<file path="config.mk">
export PLATFORM = sky130hd
export DESIGN_NAME = encoder_sequencer_flat
export DESIGN_NICKNAME = d
export VERILOG_FILES = /design/src/rtl/encoder_sequencer_if.sv /design/src/rtl/encoder_sequencer.sv /design/src/flat_wrapper.sv
export SDC_FILE = /design/constraint.sdc
export NUM_CORES = 1
export LEC_CHECK = 0
export CORE_MARGIN = 2
export CORE_UTILIZATION = 30
export DETAILED_ROUTE_END_ITERATION = 8
export PLACE_DENSITY = 0.56
export SYNTH_ARGS = -nofsm -noshare
export SYNTH_HDL_FRONTEND = slang
export SYNTH_SLANG_ARGS = --single-unit
</file>
<file path="constraint.sdc">
create_clock -name clk -period 4.83 [get_ports clk]
set_clock_uncertainty 0.05 [all_clocks]
set_input_delay 0.966 -clock clk [delete_from_list [all_inputs] [get_ports clk]]
set_output_delay 0.966 -clock clk [all_outputs]
set_load 0.005 [all_outputs]
</file>
<file path="src/rtl/encoder_sequencer_if.sv">
// Handshake and engine-control bundle between the encoder sequencer and the
// encoder datapath / top level. The sequencer drives through the master modport.
interface encoder_sequencer_if;
  // top-level request/status
  logic       start;
  logic       busy;
  logic       done;
  logic       err;
  logic [3:0] state_dbg;
  // engine strobes and busy flags
  logic       mult_in_start;
  logic [3:0] mult_in_busy;
  logic       bias_load;
  logic       softplus_start;
  logic       sqrt_start;
  logic [1:0] sqrt_busy;
  logic       mult_out_start;
  logic [1:0] mult_out_busy;
  logic       out_load;

  modport master (
    input  start, mult_in_busy, sqrt_busy, mult_out_busy,
    output busy, done, err, state_dbg,
           mult_in_start, bias_load, softplus_start, sqrt_start,
           mult_out_start, out_load
  );

  modport slave (
    output start, mult_in_busy, sqrt_busy, mult_out_busy,
    input  busy, done, err, state_dbg,
           mult_in_start, bias_load, softplus_start, sqrt_start,
           mult_out_start, out_load
  );
endinterface

</file>
<file path="src/rtl/encoder_sequencer.sv">
// Control FSM for one encoder pass: input multiply, bias latch, softplus,
// sqrt, output multiply, output latch. Moore-decoded strobes, shared
// per-state counter for the softplus delay and the wait-state watchdog.
module encoder_sequencer #(
  parameter int unsigned SOFTPLUS_CYCLES = 2,   // 1..15
  parameter int unsigned BUSY_SETTLE     = 1,   // 1..15
  parameter int unsigned TIMEOUT         = 255  // 2..255
) (
  input logic                  clk,
  input logic                  rst,
  encoder_sequencer_if.master  sq
);

  typedef enum logic [3:0] {
    S_IDLE         = 4'd0,
    S_MUL_IN       = 4'd1,
    S_WAIT_MUL     = 4'd2,
    S_BIAS         = 4'd3,
    S_SOFTPLUS     = 4'd4,
    S_SQRT         = 4'd5,
    S_WAIT_SQRT    = 4'd6,
    S_MUL_OUT      = 4'd7,
    S_WAIT_MUL_OUT = 4'd8,
    S_OUT          = 4'd9,
    S_ERR          = 4'd10
  } state_e;

  localparam logic [7:0] SP_LAST = 8'(SOFTPLUS_CYCLES - 1);
  localparam logic [7:0] TO_LAST = 8'(TIMEOUT - 1);
  localparam logic [8:0] SETTLE  = 9'(BUSY_SETTLE);

  state_e     state_q, state_d;
  logic [7:0] cnt_q;
  logic       err_q;
  logic       wait_busy;
  logic       settled;
  logic       release_ok;
  logic       timed_out;

  // Busy flags that gate the exit of the current wait state (0 elsewhere).
  always_comb begin
    wait_busy = 1'b0;
    case (state_q)
      S_WAIT_MUL:     wait_busy = |sq.mult_in_busy;
      S_WAIT_SQRT:    wait_busy = |sq.sqrt_busy;
      S_WAIT_MUL_OUT: wait_busy = |sq.mult_out_busy;
      default:        wait_busy = 1'b0;
    endcase
  end

  // cnt >= BUSY_SETTLE-1, written as cnt+1 >= BUSY_SETTLE to stay clear of
  // a constant compare against zero when BUSY_SETTLE is 1.
  assign settled    = ({1'b0, cnt_q} + 9'd1) >= SETTLE;
  // Normal exit is tested first so a busy drop on the last allowed cycle wins.
  assign release_ok = settled && !wait_busy;
  assign timed_out  = (cnt_q == TO_LAST) && wait_busy;

  // State register.
  always_ff @(posedge clk or posedge rst) begin
    if (rst) state_q <= S_IDLE;
    else     state_q <= state_d;
  end

  // Next-state logic; unused encodings fall back to IDLE.
  always_comb begin
    state_d = state_q;
    case (state_q)
      S_IDLE:         if (sq.start) state_d = S_MUL_IN;
      S_MUL_IN:       state_d = S_WAIT_MUL;
      S_WAIT_MUL: begin
        if (release_ok)     state_d = S_BIAS;
        else if (timed_out) state_d = S_ERR;
      end
      S_BIAS:         state_d = S_SOFTPLUS;
      S_SOFTPLUS:     if (cnt_q == SP_LAST) state_d = S_SQRT;
      S_SQRT:         state_d = S_WAIT_SQRT;
      S_WAIT_SQRT: begin
        if (release_ok)     state_d = S_MUL_OUT;
        else if (timed_out) state_d = S_ERR;
      end
      S_MUL_OUT:      state_d = S_WAIT_MUL_OUT;
      S_WAIT_MUL_OUT: begin
        if (release_ok)     state_d = S_OUT;
        else if (timed_out) state_d = S_ERR;
      end
      S_OUT:          state_d = S_IDLE;
      S_ERR:          state_d = S_IDLE;
      default:        state_d = S_IDLE;
    endcase
  end

  // Per-state cycle counter: zero on every state change and while idle.
  always_ff @(posedge clk or posedge rst) begin
    if (rst)                                        cnt_q <= 8'd0;
    else if (state_d != state_q || state_q == S_IDLE) cnt_q <= 8'd0;
    else                                            cnt_q <= cnt_q + 8'd1;
  end

  // Sticky error: set on entry to ERR, cleared when a new pass is accepted.
  always_ff @(posedge clk or posedge rst) begin
    if (rst)                               err_q <= 1'b0;
    else if (state_d == S_ERR)             err_q <= 1'b1;
    else if (state_q == S_IDLE && sq.start) err_q <= 1'b0;
  end

  // Moore output decode; every strobe is tied to its own state.
  always_comb begin
    sq.mult_in_start  = 1'b0;
    sq.bias_load      = 1'b0;
    sq.softplus_start = 1'b0;
    sq.sqrt_start     = 1'b0;
    sq.mult_out_start = 1'b0;
    sq.out_load       = 1'b0;
    sq.done           = 1'b0;
    case (state_q)
      S_MUL_IN:   sq.mult_in_start  = 1'b1;
      S_BIAS:     sq.bias_load      = 1'b1;
      S_SOFTPLUS: sq.softplus_start = (cnt_q == 8'd0);
      S_SQRT:     sq.sqrt_start     = 1'b1;
      S_MUL_OUT:  sq.mult_out_start = 1'b1;
      S_OUT: begin
        sq.out_load = 1'b1;
        sq.done     = 1'b1;
      end
      default: ;
    endcase
  end

  assign sq.busy      = (state_q != S_IDLE);
  assign sq.err       = err_q;
  assign sq.state_dbg = state_q;

endmodule

</file>
<file path="src/flat_wrapper.sv">
// flat-port wrapper written by rule: the top's interface ports become plain ports
module encoder_sequencer_flat 
#(
  parameter int unsigned SOFTPLUS_CYCLES = 2,           
  parameter int unsigned BUSY_SETTLE     = 1,           
  parameter int unsigned TIMEOUT         = 255           
)
  (clk, rst, sq_start, sq_mult_in_busy, sq_sqrt_busy, sq_mult_out_busy, sq_busy, sq_done, sq_err, sq_state_dbg, sq_mult_in_start, sq_bias_load, sq_softplus_start, sq_sqrt_start, sq_mult_out_start, sq_out_load);
  encoder_sequencer_if sq_i ();
  input logic clk;
  input logic rst;
  input wire logic [$bits(sq_i.start)-1:0] sq_start;
  input wire logic [$bits(sq_i.mult_in_busy)-1:0] sq_mult_in_busy;
  input wire logic [$bits(sq_i.sqrt_busy)-1:0] sq_sqrt_busy;
  input wire logic [$bits(sq_i.mult_out_busy)-1:0] sq_mult_out_busy;
  output wire logic [$bits(sq_i.busy)-1:0] sq_busy;
  output wire logic [$bits(sq_i.done)-1:0] sq_done;
  output wire logic [$bits(sq_i.err)-1:0] sq_err;
  output wire logic [$bits(sq_i.state_dbg)-1:0] sq_state_dbg;
  output wire logic [$bits(sq_i.mult_in_start)-1:0] sq_mult_in_start;
  output wire logic [$bits(sq_i.bias_load)-1:0] sq_bias_load;
  output wire logic [$bits(sq_i.softplus_start)-1:0] sq_softplus_start;
  output wire logic [$bits(sq_i.sqrt_start)-1:0] sq_sqrt_start;
  output wire logic [$bits(sq_i.mult_out_start)-1:0] sq_mult_out_start;
  output wire logic [$bits(sq_i.out_load)-1:0] sq_out_load;
  assign sq_i.start = sq_start;
  assign sq_i.mult_in_busy = sq_mult_in_busy;
  assign sq_i.sqrt_busy = sq_sqrt_busy;
  assign sq_i.mult_out_busy = sq_mult_out_busy;
  assign sq_busy = sq_i.busy;
  assign sq_done = sq_i.done;
  assign sq_err = sq_i.err;
  assign sq_state_dbg = sq_i.state_dbg;
  assign sq_mult_in_start = sq_i.mult_in_start;
  assign sq_bias_load = sq_i.bias_load;
  assign sq_softplus_start = sq_i.softplus_start;
  assign sq_sqrt_start = sq_i.sqrt_start;
  assign sq_mult_out_start = sq_i.mult_out_start;
  assign sq_out_load = sq_i.out_load;
  encoder_sequencer #(.SOFTPLUS_CYCLES(SOFTPLUS_CYCLES), .BUSY_SETTLE(BUSY_SETTLE), .TIMEOUT(TIMEOUT)) u_core (.clk(clk), .rst(rst), .sq(sq_i));
endmodule
</file>
==> results by group <==
Run status
  – Status: finished, final reports clean

Yosys
  – Cell with the most instances after synthesis: dfrtp_1
  – Syn avg cell area: 8.77 sq um
  – Mapped Cells: 109
  – Async SR Flop Fraction: 100%
  – Synth warn: 0
  – Cell Area, Synth: 956 sq um
  – Synth top area share: 34.0%
  – Number of synthesized flops with an enable pin: 0
  – Register area share after synthesis: 34.0%
  – Top FF cell, synth: dfrtp_1
  – Yosys top cell by area: dfrtp_1
  – Synth area leaders: dfrtp_1 34%, nor3_1 6.3%, ha_1 5.2%, nor2_1 3.9%, xnor2_1 3.7%
  – Syn_nets: 124
  – Yosys cell types: 40
  – Commonest cells post-synth: 13 x dfrtp_1, 12 x nor3_1, 10 x nor2_1, 8 x nand2_1, 5 x nand3_1
  – Synthesis-stage register bit count: 13

STA
  – PnR worst setup slack: 1.58 ns
  – Worst Tran Pin Value: 0.523 ns
  – Final min period: 3.25 ns
  – Slew margin rel.: 65.1%
  – Highest clock rate: 308 MHz
  – Final setup fails: 0
  – Final hold slack: 0.479 ns
  – Final Slew Violations: 0
  – Unrepaired setup endpoints after global routing: no
  – Setup_tns: 0 ns
  – Final period util: 67.3%
  – Final hold violation count: 0

Critical path
  – Critical Path End Type: output pin
  – Delay-heaviest family, CP: simple AND/OR/NAND/NOR gates
  – Worst path required time: 3.81 ns
  – Startpoint Class: register
  – Worst Path Arrival: 2.24 ns
  – Critical path cell sequence: or4_1 -> nor3_1 -> and2_1 -> clkdlybuf4s50_1
  – Crit path max-delay cell type: dfrtp_1
  – Crit Path Class: register to output pin
  – Slowest stage delay, CP: 0.54 ns
  – Crit path max fanout: 13
  – CP bufs+invs: 1

Power
  – Psw: 0.250 mW
  – Sequential group share of total power: 35.1%
  – Maximum VDD drop: 0.212 mV
  – PwrDens: 470 nW/um^2
  – Pwr Total: 0.571 mW
  – Clock share of power: 12.2%
  – Static Leakage: 0.469 nW
  – Internal Power: 0.321 mW
  – Logic pwr share: 52.7%
  – Net Sw Frac: 43.8%

GRT
  – First-pass GRT wire length: 4.02 mm
  – Initial antenna violation count: 0
  – Routing usage on met2: 21.4%
  – Largest net degree at the start of global routing: 15
  – Routing usage on met1: 22.0%
  – Remaining Overflow, GRT: 0
  – Global Route Usage Sum: 14.7%
  – GRT busiest layer: met1
  – Vias in the first global route: 812
  – Routing usage on met3: 1.28%

Floorplan
  – Total core area: 3050 sq um
  – IO Pins: 24
  – Initial Utilization: 31.3%
  – Die area: 3650 sq um
  – FP Rows: 20
  – Die height: 60.5 microns
  – Die width: 60.5 microns

Cells and area
  – Multi-input logic area: 563 sq um
  – Seq. cell area: 325 sq um
  – Antenna diodes: 0
  – Ratio of cells with drive above 1 in the final layout: 7.03%
  – Final Non-Filler Cells: 172
  – Fill cell count: 335
  – Area grow syn2layout: 27.1%
  – Post-route cell area: 1210 sq um
  – Final Util: 39.8%
  – Fin nets: 144

Hold path
  – Hold Crit Class: register to register

Drt
  – DR vias/cell: 5.06
  – DR pass1 iterations: 4
  – Vias: 871
  – DR WL/cell: 13.4 microns
  – DR iter-0 viols: 21
  – WL final: 2.31 mm
  – DRC viols: 0
  – ANT nets after route: 0

Flow run
  – Max-Cap Viols: 0

Placed design
  – Post-DP HPWL: 1.70 mm
  – Post-placement cell area: 1190 sq um
  – Port Buf Inserts: 23
  – Placement Setup Slack: 1.92 ns
  – Placed Cells incl. Taps: 168
  – Routability cong.: 0.800

Clock network
  – CTS Sinks: 13
  – Clock transition at path regs: 0.09 ns
  – CTS Buf Count: 3
  – H-tree levels: 1
  – Hold buffer count at CTS: 0
  – Post-CTS setup buffers: 0
  – Resized cells post-CTS: 0
  – Clk root buf: clkbuf_4
  – Clock Latency Late Sink: 0.28 ns
  – CTS tree: yes
  – Clk buf depth: 2
power by group through the flow:
stage | Sequential, mW | Combinational (mW) | Clock (mW)
6_report | 0.200 | 0.301 | 0.0699
5_1_grt | 0.209 | 0.333 | 0.0779
4_1_cts | 0.198 | 0.304 | 0.0717
3_5_place_dp | 0.200 | 0.300 | 0
3_3_place_gp | 0.200 | 0.300 | 0
2_1_floorplan | 0.159 | 0.230 | 0
metal layers:
metal	part of all wire [%]	vias up	wire length (microns)
met5	0	-	0
met4	1.8	0	41
met3	2.0	4	47
met2	47	15	1090
met1	49	422	1130
li1	-	430	-
flip-flops by register name, summed over array words and instances, names as in the netlist:
name                 count
u_core.sq.err            1
u_core.sq.state_dbg      4
u_core.cnt_q             8
final cells by class:
type	instances	share of cell area, %
clock buffer	4	2.16
inverter	4	1.24
multi-input combinational	84	46.3
sequential	13	26.8
tap	44	4.53
timing repair buffer	23	18.9
worst register-to-register path, delay by kind of cell, from the launching register on:
kind,cells,cell delay [ns]
flip-flops,1,0.52
AND/OR/NAND/NOR,3,0.89
AO/OA/AOI/OAI,2,0.59
path summary, 6_finish.rpt:
kind / startpoint / endpoint / slack, ns / depth (start not counted)
worst max register to register: u_core.sq.state_dbg[2] / u_core.cnt_q[3] / 2.66 / 5
max in group asynchronous: rst / u_core.cnt_q[3] / 3.42 / 2
min in group asynchronous: rst / u_core.sq.err / 0.96 / 2
worst min-delay path: u_core.sq.err / u_core.sq.err / 0.48 / 2
worst min register to register: u_core.sq.err / u_core.sq.err / 0.48 / 2
worst max-delay path: u_core.sq.state_dbg[1] / sq_softplus_start / 1.58 / 4
cells in the final DEF, fill, tap and decap left out, drive strengths merged:
| cell type | n |
|---|---|
| clkdlybuf4s50 | 23 |
| dfrtp | 13 |
| nor3 | 12 |
| nor2 | 10 |
| nand2 | 8 |
| nand3 | 5 |
| nand2b | 5 |
| inv | 4 |
| or4 | 4 |
| a21oi | 4 |
| xnor2 | 4 |
| xor2 | 4 |
| ha | 4 |
| clkbuf | 4 |
| o21ai | 3 |
| o21bai | 2 |
| nor3b | 2 |
| or2 | 1 |
| o31a | 1 |
| a311oi | 1 |
| or3 | 1 |
| nand4b | 1 |
| a21o | 1 |
| nand4 | 1 |
| nor4 | 1 |
| o211a | 1 |
| a31o | 1 |
| or3b | 1 |
| o311ai | 1 |
| a32oi | 1 |
| a2bb2oi | 1 |
| o32ai | 1 |
| nor4b | 1 |
| and2 | 1 |
logic make-up (layout without fill, tap and decap cells):
| family | count (synthesis) | after routing | share of synthesized area [%] |
|---|---|---|---|
| and+or+nand+nor | 54 | 54 | 31.7 |
| AOI/OAI and AO/OA | 18 | 18 | 14.7 |
| DFF | 13 | 13 | 34.0 |
| buffers and inverters | 12 | 31 | 7.07 |
| xor gates and xnor gates | 8 | 8 | 7.33 |
| adders and majority gates | 4 | 4 | 5.24 |
Note: power is estimated with default switching activity, not from simulation.
